[src/rtl/chirp_seq_pkg.sv]
`default_nettype none
// ============================================================================
//  Module   : chirp_seq_pkg
//  Purpose  : Shared state encodings, field selects and reset defaults for the
//             chirp profile sequencer.
//  Revision : 1.0  initial release
// ============================================================================
package chirp_seq_pkg;

    localparam logic [2:0] ST_IDLE    = 3'd0;
    localparam logic [2:0] ST_LOAD    = 3'd1;
    localparam logic [2:0] ST_ARMED   = 3'd2;
    localparam logic [2:0] ST_ADVANCE = 3'd3;
    localparam logic [2:0] ST_DONE    = 3'd4;

    localparam logic [1:0] FIELD_CNT_MAX = 2'd0;
    localparam logic [1:0] FIELD_TUNE    = 2'd1;
    localparam logic [1:0] FIELD_FOFS    = 2'd2;

    localparam logic [31:0] DEF_CNT_MAX = 32'h0000_0FFF;
    localparam logic [31:0] DEF_TUNE    = 32'h0000_0001;
    localparam logic [31:0] DEF_FOFS    = 32'h0000_0600;

    // Profile packing: {freq_offset, tuning_coef, counter_max}
    localparam logic [95:0] DEF_PROFILE = {DEF_FOFS, DEF_TUNE, DEF_CNT_MAX};

endpackage
`default_nettype wire

[src/rtl/chirp_profile_table.sv]
`default_nettype none
// ============================================================================
//  Module   : chirp_profile_table
//  Purpose  : Profile register file with field-decoded write port, async
//             96-bit profile read and optional registered readback
//             (CHIRP_SEQ_READBACK_EN).
//  Revision : 1.0  initial release
// ============================================================================
module chirp_profile_table
    import chirp_seq_pkg::*;
#(
    parameter int NUM_PROFILES = 8,
    parameter int ADDR_W       = 3
) (
    input  logic              aclk,
    input  logic              aresetn,
    input  logic              wr_en_i,
    input  logic [ADDR_W-1:0] wr_addr_i,
    input  logic [1:0]        wr_field_i,
    input  logic [31:0]       wr_data_i,
`ifdef CHIRP_SEQ_READBACK_EN
    input  logic [ADDR_W-1:0] rb_addr_i,
    input  logic [1:0]        rb_field_i,
    output logic [31:0]       rb_data_o,
`endif
    input  logic [ADDR_W-1:0] rd_idx_i,
    output logic [95:0]       rd_profile_o
);

    localparam logic [ADDR_W:0] ENTRY_LIMIT = (ADDR_W+1)'(NUM_PROFILES);

    logic [95:0] mem_q [NUM_PROFILES];
    logic        w_wr_ok;

    assign w_wr_ok = wr_en_i && ({1'b0, wr_addr_i} < ENTRY_LIMIT) && (wr_field_i != 2'd3);

    always_ff @(posedge aclk) begin
        for (int i = 0; i < NUM_PROFILES; i++) begin
            if (!aresetn) begin
                mem_q[i] <= DEF_PROFILE;
            end else if (w_wr_ok && (wr_addr_i == ADDR_W'(i))) begin
                case (wr_field_i)
                    FIELD_CNT_MAX: mem_q[i][31:0]  <= wr_data_i;
                    FIELD_TUNE:    mem_q[i][63:32] <= wr_data_i;
                    FIELD_FOFS:    mem_q[i][95:64] <= wr_data_i;
                    default:       ;
                endcase
            end
        end
    end

    always_comb begin
        rd_profile_o = '0;
        for (int i = 0; i < NUM_PROFILES; i++) begin
            if (rd_idx_i == ADDR_W'(i)) rd_profile_o = mem_q[i];
        end
    end

`ifdef CHIRP_SEQ_READBACK_EN
    logic [95:0] w_rb_profile;
    logic        w_rb_ok;
    logic [31:0] rb_data_q;

    assign w_rb_ok = ({1'b0, rb_addr_i} < ENTRY_LIMIT) && (rb_field_i != 2'd3);

    always_comb begin
        w_rb_profile = '0;
        for (int i = 0; i < NUM_PROFILES; i++) begin
            if (rb_addr_i == ADDR_W'(i)) w_rb_profile = mem_q[i];
        end
    end

    always_ff @(posedge aclk) begin
        if (!aresetn || !w_rb_ok) begin
            rb_data_q <= '0;
        end else begin
            case (rb_field_i)
                FIELD_CNT_MAX: rb_data_q <= w_rb_profile[31:0];
                FIELD_TUNE:    rb_data_q <= w_rb_profile[63:32];
                default:       rb_data_q <= w_rb_profile[95:64];
            endcase
        end
    end

    assign rb_data_o = rb_data_q;
`endif

endmodule
`default_nettype wire

[src/rtl/chirp_profile_sequencer.sv]
`default_nettype none
// ============================================================================
//  Module   : chirp_profile_sequencer
//  Purpose  : Steps the DAC chirp through a programmable profile table, one
//             profile per pulse. Optional readback: CHIRP_SEQ_READBACK_EN.
//  Revision : 1.0  initial release
// ============================================================================
module chirp_profile_sequencer
    import chirp_seq_pkg::*;
#(
    parameter int NUM_PROFILES = 8,
    parameter int ADDR_W       = 3
) (
    input  logic              aclk,
    input  logic              aresetn,
    input  logic              cfg_wr_en,
    input  logic [ADDR_W-1:0] cfg_wr_addr,
    input  logic [1:0]        cfg_wr_field,
    input  logic [31:0]       cfg_wr_data,
`ifdef CHIRP_SEQ_READBACK_EN
    input  logic [ADDR_W-1:0] cfg_rd_addr,
    input  logic [1:0]        cfg_rd_field,
    output logic [31:0]       cfg_rd_data,
`endif
    input  logic              seq_enable,
    input  logic              seq_loop,
    input  logic [ADDR_W-1:0] seq_last,
    input  logic              chirp_done,
    output logic [127:0]      chirp_parameters_out,
    output logic              params_valid,
    output logic [ADDR_W-1:0] profile_idx,
    output logic              seq_done,
    output logic [31:0]       sweep_count
);

    localparam logic [ADDR_W-1:0] LAST_MAX = ADDR_W'(NUM_PROFILES - 1);

    logic [2:0]        state_q, state_d;
    logic [ADDR_W-1:0] idx_q, idx_d;
    logic [127:0]      params_q, params_d;
    logic [31:0]       sweep_q, sweep_d;
    logic              hold_q, hold_d;
    logic [95:0]       w_table_profile;
    logic [ADDR_W-1:0] w_last;

    chirp_profile_table #(
        .NUM_PROFILES (NUM_PROFILES),
        .ADDR_W       (ADDR_W)
    ) u_table (
        .aclk         (aclk),
        .aresetn      (aresetn),
        .wr_en_i      (cfg_wr_en),
        .wr_addr_i    (cfg_wr_addr),
        .wr_field_i   (cfg_wr_field),
        .wr_data_i    (cfg_wr_data),
`ifdef CHIRP_SEQ_READBACK_EN
        .rb_addr_i    (cfg_rd_addr),
        .rb_field_i   (cfg_rd_field),
        .rb_data_o    (cfg_rd_data),
`endif
        .rd_idx_i     (idx_q),
        .rd_profile_o (w_table_profile)
    );

    assign w_last = (seq_last > LAST_MAX) ? LAST_MAX : seq_last;

    always_ff @(posedge aclk) begin
        if (!aresetn) begin
            state_q  <= ST_IDLE;
            idx_q    <= '0;
            params_q <= {32'h0, DEF_PROFILE};
            sweep_q  <= '0;
            hold_q   <= 1'b0;
        end else begin
            state_q  <= state_d;
            idx_q    <= idx_d;
            params_q <= params_d;
            sweep_q  <= sweep_d;
            hold_q   <= hold_d;
        end
    end

    // hold_q blocks an automatic restart after a single sweep until
    // seq_enable has been seen low.
    always_comb begin
        state_d  = state_q;
        idx_d    = idx_q;
        params_d = params_q;
        sweep_d  = sweep_q;
        hold_d   = hold_q && seq_enable;
        case (state_q)
            ST_IDLE: begin
                idx_d = '0;
                if (seq_enable && !hold_q) state_d = ST_LOAD;
            end
            ST_LOAD: begin
                if (!seq_enable) begin
                    state_d = ST_IDLE;
                end else begin
                    params_d = {32'h0, w_table_profile};
                    state_d  = ST_ARMED;
                end
            end
            ST_ARMED: begin
                if (chirp_done) state_d = seq_enable ? ST_ADVANCE : ST_IDLE;
            end
            ST_ADVANCE: begin
                if (idx_q >= w_last) begin
                    sweep_d = sweep_q + 32'd1;
                    if (!seq_enable) begin
                        state_d = ST_IDLE;
                    end else if (seq_loop) begin
                        idx_d   = '0;
                        state_d = ST_LOAD;
                    end else begin
                        state_d = ST_DONE;
                    end
                end else begin
                    idx_d   = idx_q + ADDR_W'(1);
                    state_d = seq_enable ? ST_LOAD : ST_IDLE;
                end
            end
            ST_DONE: begin
                hold_d  = seq_enable;
                state_d = ST_IDLE;
            end
            default: state_d = ST_IDLE;
        endcase
    end

    always_comb begin
        params_valid         = (state_q == ST_ARMED);
        seq_done             = (state_q == ST_DONE);
        profile_idx          = idx_q;
        chirp_parameters_out = params_q;
        sweep_count          = sweep_q;
    end

endmodule
`default_nettype wire

[config.mk]
export PLATFORM = sky130hd
export DESIGN_NAME = chirp_profile_sequencer
export DESIGN_NICKNAME = d
export VERILOG_FILES = /design/src/rtl/chirp_seq_pkg.sv /design/src/rtl/chirp_profile_table.sv /design/src/rtl/chirp_profile_sequencer.sv
export SDC_FILE = /design/constraint.sdc
export NUM_CORES = 1
export LEC_CHECK = 0
export ABC_AREA = 1
export ABC_CLOCK_PERIOD_IN_PS = 2700
export BUFFER_PORTS_ARGS = -buffer_cell sky130_fd_sc_hd__clkbuf_2
export CAP_MARGIN = 15
export CORE_ASPECT_RATIO = 0.6
export CORE_UTILIZATION = 41
export DETAILED_ROUTE_END_ITERATION = 12
export PLACE_DENSITY_LB_ADDON = 0.2
export RECOVER_POWER = 25
export SLEW_MARGIN = 20
export SYNTH_ARGS = -nofsm -noshare
export SYNTH_HDL_FRONTEND = slang
export SYNTH_HIERARCHICAL = 1
export SYNTH_SLANG_ARGS = --single-unit
[constraint.sdc]
create_clock -name aclk -period 2.7 [get_ports aclk]
set_input_delay 0.405 -clock aclk [delete_from_list [all_inputs] [get_ports aclk]]
set_output_delay 0.405 -clock aclk [all_outputs]
set_load 0.02 [all_outputs]
Yosys cells after proc, flatten, opt, wreduce, memory -nomap -nowiden
Memory sizes are Yosys's and may differ from the RTL's. Cells that the tools add are included.

Word-level logic and storage cells: 203. Latch bits: 0. Register bits: 135. RAM bits: 768. Output and inout bits: 165. Memories kept: 1. Bits in read-only memories: 0. Bits of input ports: 46.

Memories: u_table.mem_q (depth 8, width 96, read ports 8, clocked after Yosys merged registers in 0, write ports 8, RTL line chirp_profile_table.sv:32) `logic [95:0] mem_q [NUM_PROFILES];`.

Div/mod/pow operators: 0. Reductions and logical operators: 21. Muxes and demuxes: 123. Equal/unequal tests: 25. Add/subtract/negate cells: 2. Magnitude comparators: 2. Bitwise gates (word level): 24. Shifts and indexed selects: 0. $mul: 0.

Operators by type and width (number): 32-bit 2-to-1 mux (24); 96-bit 2-to-1 mux (8); 1-bit 2-to-1 mux (78); 32-bit by 1-bit adder with 32-bit output, second input constant (1); 3-bit == test, second input constant (9); 3-bit 2-to-1 mux (9); 1-bit bitwise OR (24); 3-bit by 2-bit == test with 1-bit output, second input constant (6); 3-bit case mux with 4 select lines (1); 1-bit logical AND (11); 3-bit by 1-bit == test with 1-bit output, second input constant (3); 3-bit zero test (3); 2-bit inequality test, second input constant (3); 3-bit inequality test, second input constant (2); 3-bit case mux with 2 select lines (1); 2-bit AND reduction (3); 2-bit 2-to-1 mux (2); 3-bit by 1-bit adder with 3-bit output, second input constant (1); 3-bit greater-or-equal comparator (1); 3-bit > comparator, second input constant (1); 3-bit AND reduction (1); 2-bit by 1-bit == test with 1-bit output, second input constant (1); 2-bit == test, second input constant (1); 2-bit zero test (1); other kinds (2) (2).

Depth between registers and ports, before layout
Depth after elaboration: 9. Depth in mapped cells: 13. Mapped depth without buffers: 12.

Hierarchy
Netlist, hierarchy kept.

Modules (own cells, without submodules): chirp_profile_table (area an instance 33559.7 µm², cells an instance 3139, instances 1, sequential area each 23062.1 µm²); chirp_profile_sequencer (area an instance 5904.4 µm², cells an instance 853, instances 1, sequential area each 2702.6 µm²).

Worst setup path after synthesis
OpenSTA, ideal clock, no wires.

Path type: input -> register. From: in cfg_wr_field[0]. To: mem u_table.mem_q[0][32] (enable). Stages on the path: 6. Path buffers: 2. Data required time: 2.311 ns. Arrival: 1.837 ns. Slack: 0.473 ns. Setup time: 0.389 ns. Cell sequence: inv_1 nor2_1 buf_2 buf_2 nand2_1 nand2_1.

RTL lines: from (decl) (RTL line chirp_profile_sequencer.sv:18) `input logic [1:0] cfg_wr_field,`; to (decl) (RTL line chirp_profile_table.sv:32).

==> summary.md <==
| Metric | Value |
|---|---|
| Total number of vias | `29.8k` |
| Final Cell Area | `44,800 um2` |
| Number of global-route vias before repair | `~28k` |
| Total core area | `94,600 um2` |
| VDD IR max | `0.442 mV` |
| Mean Syn Cell Area | `9.89 um2` |
| Worst setup path class | `input pin to register` |
| CTS Buf Count | `87` |
| Die Ht | `242 um` |
| Worst slew pin tran | `1070 ps` |
| TritonCTS clock tree | `built` |
| FF-to-FF End | `chirp_parameters_out[42]$_SDFFE_PN0P_` |
| Die W | `403 um` |
| Crit path required time | `roughly 3000 ps` |
| GRT Residual Overflow | `0` |
| Crit path DAT | `~2700 ps` |
| Clock transition at path regs | `60 ps` |
| Total die area | `97,500 um2` |
| IO buf count | `178` |
| Final worst slack | `332 ps` |
| Synth Area in Adders | `0.159%` |
| DRT Pass-1 Iters | `5` |
| Number of fill cells | `8,781` |
| Power per cell area | `679 nW/um2` |
| Synth Area in Simple Gates | `26.6%` |
| RSZ-0062 raised after global routing | `no` |
| Drt wl/cell | `22.4 um` |
| Crit path capture type | `register` |
| Largest family of logic cells by synthesized area | `simple AND/OR/NAND/NOR gates` |
| Vias per inst | `5.52` |
| Post-Place Cells | `5,230` |
| Hold path depth | `3` |
| I/O Pins | `between 200 and 250` |
| Hold_ws | `117 ps` |
| Antenna Violating Nets Remaining | `0` |
| Max_slew headroom | `28.4%` |
| Pre-CTS setup slack | `326 ps` |
| Final design utilization | `between 40% and 50%` |
| Largest net degree at the start of global routing | `96` |
| Final Non-Filler Cells | `about 5.4k` |
| Final setup violation count | `0` |
| Clock root cell | `clkbuf_16` |
| Post-synthesis cell count | `3,992` |
| Worst-path fanout max | `32` |
| Tot Pwr | `between 30 and 40 mW` |
| Reg2reg setup slack | `~400 ps` |
| All-layer global routing usage | `24.6%` |
| Final wirelength | `121 mm` |
| Fin crit share | `87.7%` |
| Run status | `complete, no violations` |
| Hold path startpoint | `aresetn` |
| DRC | `0` |
| Yosys cell types | `34` |
| Clk sink count | `903` |
| Yosys reg bits | `between 900 and 1k` |
| Syn. warnings | `6` |
| Nets | `about 4.1k` |
| Reg2Reg Launch Point | `profile_idx[1]$_SDFFE_PN0P_` |
| Post-synthesis mux area share | `0%` |
| Placed cell areas | `42,100 um2` |
| Commonest non-fill, non-tap cell in the layout | `nor2_1` |
| Skew final | `between 20 and 25 ps` |
| Setup Fix Bufs, Post-CTS | `0` |
| Max Transition Viols Final | `0` |
| Worst-case reg-to-reg path depth | `8` |
| Kind of launch point of the worst setup path | `input pin` |
| Post-synth design cell area | `approximately 39,000 um2` |
| Pleak | `16.6 nW` |
| Longest Clk Path Bufs | `3` |
| Register area share after synthesis | `65.3%` |
| Synth-to-Final Area Change | `13.5%` |
| Post-Synth XOR/XNOR Area | `less than 1%` |
| Global-route wire length before repair | `180 mm` |
| Placer Congestion | `0.866` |
| ANT cells | `0` |
| Starting density of the core | `a little over two fifths` |
| Worst setup path end | `u_table/mem_q[0][137]$_SDFFCE_PN0P_` |
| Layout cells sized above 1 | `12.0%` |
| Fmax | `422 MHz` |
| Row Count | `87` |
| Hold Vio Cnt, Final | `0` |
| DP HPWL | `73.9 mm` |
| Tmin final | `2370 ps` |
| Initial antenna violation count | `0` |
| CP startpoint | `cfg_wr_field[1]` |
| Max-Cap Viols | `0` |
| Clk Latency, worst-skew pair | `680 ps` |
| Drt initial violations | `2,964` |
| Fin Setup TNS | `0 ps` |
| Compound-Gate Fraction of Synth Area | `1.65%` |
| Htree depth | `3` |
| Worst Hold Class | `input pin to register` |
| Most frequent cells in the layout | `nor2_1 (1,092), edfxtp_1 (768), nand2_1 (618)` |
## layer usage
metal  part of all wire [%]  routed length, um  vias to the layer above  global-route usage [%]
li1                       -                  -                    13757                       -
met1                     45              54100                    14471                    36.9
met2                     43              52000                     1373                    35.5
met3                    9.5              11500                      184                    4.77
met4                    2.7               3260                        0                    7.68
met5                      0                  0                        -                       0
## layout make-up
type                    count  area [um2]  share of cell area, %
inverters                 212         808                   1.80
repair buffers            332        2480                   5.54
flip-flops and latches    903       25800                   57.5
clock inverters            44         457                   1.02
clock buffers             116        2390                   5.33
well taps                1246        1560                   3.48
multi-input cells        2540       11300                   25.3
## Yosys cell counts, drive strengths merged
cell type | instances | area [um2]
a21boi | 1 | 11.3
a21oi | 28 | 140
a31oi | 1 | 6.26
buf | 162 | 888
clkbuf | 206 | 773
clkinv | 2 | 7.51
conb | 1 | 3.75
dfxtp | 135 | 2700
edfxtp | 768 | 23100
ha | 5 | 62.6
inv | 210 | 788
nand2 | 624 | 2350
nand3 | 143 | 726
nand4 | 495 | 3100
nor2 | 1099 | 4210
nor3 | 8 | 77.6
nor3b | 1 | 7.51
nor4 | 1 | 6.26
o21a | 2 | 15.0
o21ai | 94 | 470
o21bai | 1 | 7.51
xnor2 | 1 | 8.76
xor2 | 4 | 35.0
## worst max-delay path, cell delays in order
cell      delay (ps)
clkbuf_1         100
a21boi_0         610
nand2_2          170
nor2_1           370
nand2_1           90
nand2_1           70
clkbuf_2         800
## kinds of logic after synthesis
group	count (synthesis)
xor gates and xnor gates	5
AOI/OAI and AO/OA	127
DFF	903
adders and majority gates	5
other	1
and+or+nand+nor	2371
buffers and inverters	580
## registers in the layout, summed over array words and instances, names as in the netlist
signal	count
hold_q	1
sweep_count	32
profile_idx	3
chirp_parameters_out	96
state_q	3
u_table/mem_q	768
## power by group
part,switching [mW],internal [mW]
clock network,5.42,7.09
registers,0.252,15.9
logic,1.38,0.441
## how the worst min path moves through the flow
| stage | end | slack [ps] |
|---|---|---|
| 2_1_floorplan | hold_q$_SDFF_PN0_ | 470 |
| 3_3_place_gp | chirp_parameters_out[6]$_SDFFE_PN1P_ | 460 |
| 3_5_place_dp | chirp_parameters_out[11]$_SDFFE_PN1P_ | 450 |
| 4_1_cts | sweep_count[11]$_SDFFE_PN0P_ | 60 |
| 5_1_grt | sweep_count[11]$_SDFFE_PN0P_ | 90 |
| 6_report | sweep_count[11]$_SDFFE_PN0P_ | 120 |
## timing repair
| action | in CTS | in global routing |
|---|---|---|
| hold buffers | 3 | 0 |
| endpoints found under the hold margin | 3 | 0 |
| gates resized for setup | 0 | 0 |
Power figures use the tool's default switching activity.
